<file path="src/rtl/pipe_pkg.sv">
// Shared types and constants for back-pressurable pipeline stages.
package pipe_pkg;

  localparam int PIPE_WIDTH_DEFAULT = 32;

  typedef enum logic [1:0] {
    EMPTY = 2'd0,
    BUSY  = 2'd1,
    FULL  = 2'd2
  } stage_state_t;

endpackage

</file>
<file path="src/rtl/sat_counter.sv">
// Saturating event counter: counts cycles with inc high, holds at all-ones.
// One-cycle update latency; cleared only by synchronous reset.
module sat_counter #(
  parameter int CNT_W = 16
) (
  input  logic             clk,
  input  logic             reset,
  input  logic             inc,
  output logic [CNT_W-1:0] count
);

  always_ff @(posedge clk) begin
    if (reset) begin
      count <= '0;
    end else if (inc && (count != {CNT_W{1'b1}})) begin
      count <= count + CNT_W'(1);
    end
  end

endmodule

</file>
<file path="src/rtl/pipe_stage_skid.sv">
// Two-entry skid pipeline register with valid/ready handshake, flush and stall counter.
// One-cycle latency; in_ready comes only from registered state, flush and reset.
module pipe_stage_skid
  import pipe_pkg::*;
#(
  parameter int WIDTH = PIPE_WIDTH_DEFAULT,
  parameter int CNT_W = 16
) (
  input  logic             clk,
  input  logic             reset,
  input  logic             flush,
  input  logic             in_valid,
  output logic             in_ready,
  input  logic [WIDTH-1:0] in_data,
  output logic             out_valid,
  input  logic             out_ready,
  output logic [WIDTH-1:0] out_data,
  output logic [CNT_W-1:0] stall_cnt
);

  stage_state_t     state_q, state_d;
  logic [WIDTH-1:0] main_q, main_d;
  logic [WIDTH-1:0] skid_q, skid_d;
  logic             in_fire;
  logic             out_fire;

  // Reset gating keeps upstream from seeing a ready stage while held in reset.
  assign in_ready  = (state_q != FULL) & ~flush & ~reset;
  assign out_valid = (state_q != EMPTY);
  assign in_fire   = in_valid & in_ready;
  assign out_fire  = out_valid & out_ready;
  assign out_data  = main_q;

  always_comb begin
    state_d = state_q;
    main_d  = main_q;
    skid_d  = skid_q;
    unique case (state_q)
      EMPTY: begin
        if (in_fire) begin
          main_d  = in_data;
          state_d = BUSY;
        end
      end
      BUSY: begin
        if (in_fire && out_fire) begin
          main_d = in_data;
        end else if (in_fire) begin
          skid_d  = in_data;
          state_d = FULL;
        end else if (out_fire) begin
          state_d = EMPTY;
        end
      end
      FULL: begin
        if (out_fire) begin
          main_d  = skid_q;
          state_d = BUSY;
        end
      end
      default: state_d = EMPTY;
    endcase
    // Flush only drops the full flags; payload registers keep their contents.
    if (flush) begin
      state_d = EMPTY;
      main_d  = main_q;
      skid_d  = skid_q;
    end
  end

  always_ff @(posedge clk) begin
    if (reset) begin
      state_q <= EMPTY;
      main_q  <= '0;
      skid_q  <= '0;
    end else begin
      state_q <= state_d;
      main_q  <= main_d;
      skid_q  <= skid_d;
    end
  end

  sat_counter #(
    .CNT_W(CNT_W)
  ) u_stall_cnt (
    .clk  (clk),
    .reset(reset),
    .inc  (out_valid & ~out_ready),
    .count(stall_cnt)
  );

endmodule

</file>
<file path="config.mk">
export PLATFORM = sky130hd
export DESIGN_NAME = pipe_stage_skid
export DESIGN_NICKNAME = d
export VERILOG_FILES = /design/src/rtl/pipe_pkg.sv /design/src/rtl/sat_counter.sv /design/src/rtl/pipe_stage_skid.sv
export SDC_FILE = /design/constraint.sdc
export NUM_CORES = 1
export LEC_CHECK = 0
export ABC_AREA = 1
export CAP_MARGIN = 20
export CORE_MARGIN = 8
export CORE_UTILIZATION = 45
export DETAILED_ROUTE_END_ITERATION = 10
export PLACE_DENSITY_LB_ADDON = 0.1
export SLEW_MARGIN = 20
export SYNTH_ARGS = -nofsm -noshare
export SYNTH_HDL_FRONTEND = slang
export SYNTH_SLANG_ARGS = --single-unit
</file>
<file path="constraint.sdc">
create_clock -name clk -period 4.33 [get_ports clk]
set_input_delay 1.299 -clock clk [delete_from_list [all_inputs] [get_ports clk]]
set_output_delay 1.299 -clock clk [all_outputs]
set_load 0.05 [all_outputs]
</file>
==> results_dict.tcl <==
set metrics [dict create \
    final_weighted_congestion_of_routability_driven_global_placement 0.868 \
    critPathLaunchType "input port" \
    placementRows 33 \
    synth_nets 570 \
    area.growth.synth_to_final_pct 27.7 \
    r2r.worst_path.cells 8 \
    final_layout_size_suffix_gt1_frac 0.0624 \
    post_synth_inst_count 532 \
    tritoncts_num_sinks 82 \
    crit_end "in_ready" \
    critPathMaxFanout 4 \
    worst_clock_skew_ps 9.87 \
    tritoncts "built" \
    final_core_utilization 0.589 \
    rsz0062_at_grt "no" \
    cts_buffers 9 \
    fin_crit_sh 0.853 \
    yosysWarningCount 0 \
    final_nets 642 \
    clock-root-buffer "sky130_fd_sc_hd__clkbuf_8" \
    report.final.slew_viol_count 0 \
    timing.final.crit_period_ps 3690 \
    critical_path.startpoint "flush" \
    synth.area.top_cells "sky130_fd_sc_hd__dfxtp_1, sky130_fd_sc_hd__nand2_1, sky130_fd_sc_hd__o21ai_0" \
    clkSlewWorstSetupHoldPaths_ps 80 \
    rrSetupSlack_ps 1900 \
    chipWidth_um 108 \
    floorplan.die.height_um 108 \
    hold_viol_final 0 \
    synth_sequential_area_ratio 0.436 \
    power_density_nw_per_um2 310 \
    num_vias 3506 \
    mean_instance_size_in_the_synthesized_netlist_sq_um 7.08 \
    antenna_fix_cells 0 \
    timing.critical_path.to_type "output port" \
    crit_type "in2out" \
    grt_pass1_vias 3355 \
    clock_path_buffers 2 \
    finalSetupTns_ps 0 \
    detailedRoute.firstIterationViolations 105 \
    overflow 0 \
    max_stage_delay_ps 510 \
    crit_required_ps 3030 \
    drt_wl_total_mm 9.06 \
    detailed_place_hpwl_mm 6.12 \
    wire_per_inst_um 12.7 \
    critical_path_arrival_ps 2390 \
    timing.critical_path.slowest_stage_cell "sky130_fd_sc_hd__clkdlybuf4s50_1" \
    grt_max_degree 65 \
    grt_util_all_layers 0.156 \
    static-leakage-power_nw 1.77 \
    die_area_sq_um 11600 \
    dr.pass1.iters 4 \
    achievable-frequency_mhz 271 \
    place.port_buffers 86 \
    floorplan.initialDensity 0.461 \
    synth_top_area_cell "sky130_fd_sc_hd__dfxtp_1" \
    timing.max_slew.rel_slack 0.399 \
    drt.antenna.violating_nets 0 \
    route.detailed.drc 0 \
    cts-resized-gates 0 \
    synthesis.area_sq_um 3770 \
    tightest_slew_ps 900 \
    drv.max_cap_violation_count 0 \
    worst_skew_pair.late_latency_ps 350 \
    ios 87 \
    outcome "complete, no violations" \
    cp_cell_sequence "clkdlybuf4s50_1, nor2_8, inv_1, nor2_1, buf_12" \
    yosys.cell_types.count 28 \
    layout.cells.most_common_list "sky130_fd_sc_hd__nand2_1, sky130_fd_sc_hd__clkdlybuf4s50_1, sky130_fd_sc_hd__dfxtp_1" \
    most_common_cell_after_layout_fill_and_taps_aside "sky130_fd_sc_hd__nand2_1" \
    synth.ff_latch_count 82 \
    r2r_end "out_data[26]" \
    grt_pass1_wl_mm 15.1 \
    postCtsSetupRepairBufs 0 \
    antenna_violations_before_repair 0 \
    ir_worst_vdd_mv 0.183 \
    avgViaCountPerCell 4.91 \
    num-fill-cells 784 \
    holdCritPathClass "reg2reg" \
    final-setup-viol-count 0 \
    number_of_buffers_inserted_by_hold_repair_at_cts 0 \
    reg2reg_from "state_q[0]" \
    h-tree-depth 3 \
    yosysTopAreaCellShare 0.436 \
    design.core.area_sq_um 8180 \
]
-- layout make-up --
cell class / instances / area (sq um) / share of cell area
Clock inverter: 6 / 67.6 / 0.0140
Tap cell: 105 / 131 / 0.0273
Timing Repair Buffer: 90 / 901 / 0.187
Sequential cell: 82 / 1640 / 0.341
Clock buffer: 10 / 128 / 0.0265
Inverter: 76 / 285 / 0.0593
Multi-Input combinational cell: 345 / 1660 / 0.345
-- cells in the mapped netlist --
cell type and number:
sky130_fd_sc_hd__a21oi_2 2, sky130_fd_sc_hd__nor2_8 1, sky130_fd_sc_hd__xor2_1 2, sky130_fd_sc_hd__o21ai_2 2, sky130_fd_sc_hd__a21oi_1 68, sky130_fd_sc_hd__o21ai_1 11
sky130_fd_sc_hd__buf_2 8, sky130_fd_sc_hd__inv_1 73, sky130_fd_sc_hd__dfxtp_1 82, sky130_fd_sc_hd__buf_4 4, sky130_fd_sc_hd__nor2_2 2, sky130_fd_sc_hd__clkbuf_1 9
sky130_fd_sc_hd__nor2_1 40, sky130_fd_sc_hd__nand4_1 4, sky130_fd_sc_hd__o21ai_4 1, sky130_fd_sc_hd__nand4_2 1, sky130_fd_sc_hd__buf_6 7, sky130_fd_sc_hd__inv_2 2
sky130_fd_sc_hd__nand3_1 6, sky130_fd_sc_hd__xnor2_1 5, sky130_fd_sc_hd__nand3_4 1, sky130_fd_sc_hd__ha_1 1, sky130_fd_sc_hd__nand2_1 112, sky130_fd_sc_hd__o21ai_0 81
sky130_fd_sc_hd__nand2_2 3, sky130_fd_sc_hd__buf_1 1, sky130_fd_sc_hd__clkinv_1 1, sky130_fd_sc_hd__nor2_4 2
-- sequential cells by signal, summed over array words and instances, names as in the netlist --
signal	count
u_stall_cnt.count	16
state_q	2
skid_q	32
out_data	32
-- layer usage --
layer,share of wire,track usage,routed length [um]
met1,0.46,0.187,4210
met2,0.44,0.251,4030
met3,0.070,0.0449,632
met4,0.022,0.0783,197
met5,0,0,0
-- where the power goes --
group	total [mW]	internal (mW)	switching [mW]	leakage (nW)
Combinational	0.166	0.0699	0.0964	1.01
Sequential	0.772	0.766	0.00662	0.663
Clock	0.554	0.268	0.286	0.0925
-- per-stage QoR --
stage	hold WS (ps)	setup WS (ps)	instances	instance area, sq um	power (mW)
finish	445	638	714	4810	1.49
global route	463	549	714	4810	1.55
CTS	448	635	714	4810	1.51
detailed placement	435	636	698	4620	0.956
global placement	432	649	698	4620	0.954
floorplan	425	813	532	3770	0.884
-- critical path: cells and delay by family --
family                 cells  cell delay, ps
buffers and inverters      3             740
AND/OR/NAND/NOR            2             350
-- worst min-delay path by stage --
stage | endpoint | depth (start not counted) | slack (ps) | start
after global routing | out_data[21] | 2 | 460 | out_data[21]
after global placement | skid_q[4] | 2 | 430 | skid_q[4]
after CTS | out_data[2] | 2 | 450 | out_data[2]
after detailed placement | out_data[7] | 2 | 430 | out_data[7]
final | out_data[2] | 2 | 450 | out_data[2]
after floorplan | skid_q[0] | 2 | 420 | skid_q[0]
-- logic make-up after synthesis --
kind of cell | synth area share
AND/OR/NAND/NOR | 0.194
AO/OA/AOI/OAI | 0.226
buffers and inverters | 0.125
flip-flops | 0.436
XOR/XNOR | 0.0163
adder cells (fa/ha/maj) | 0.00332
Note: power is estimated with default switching activity, not from simulation.
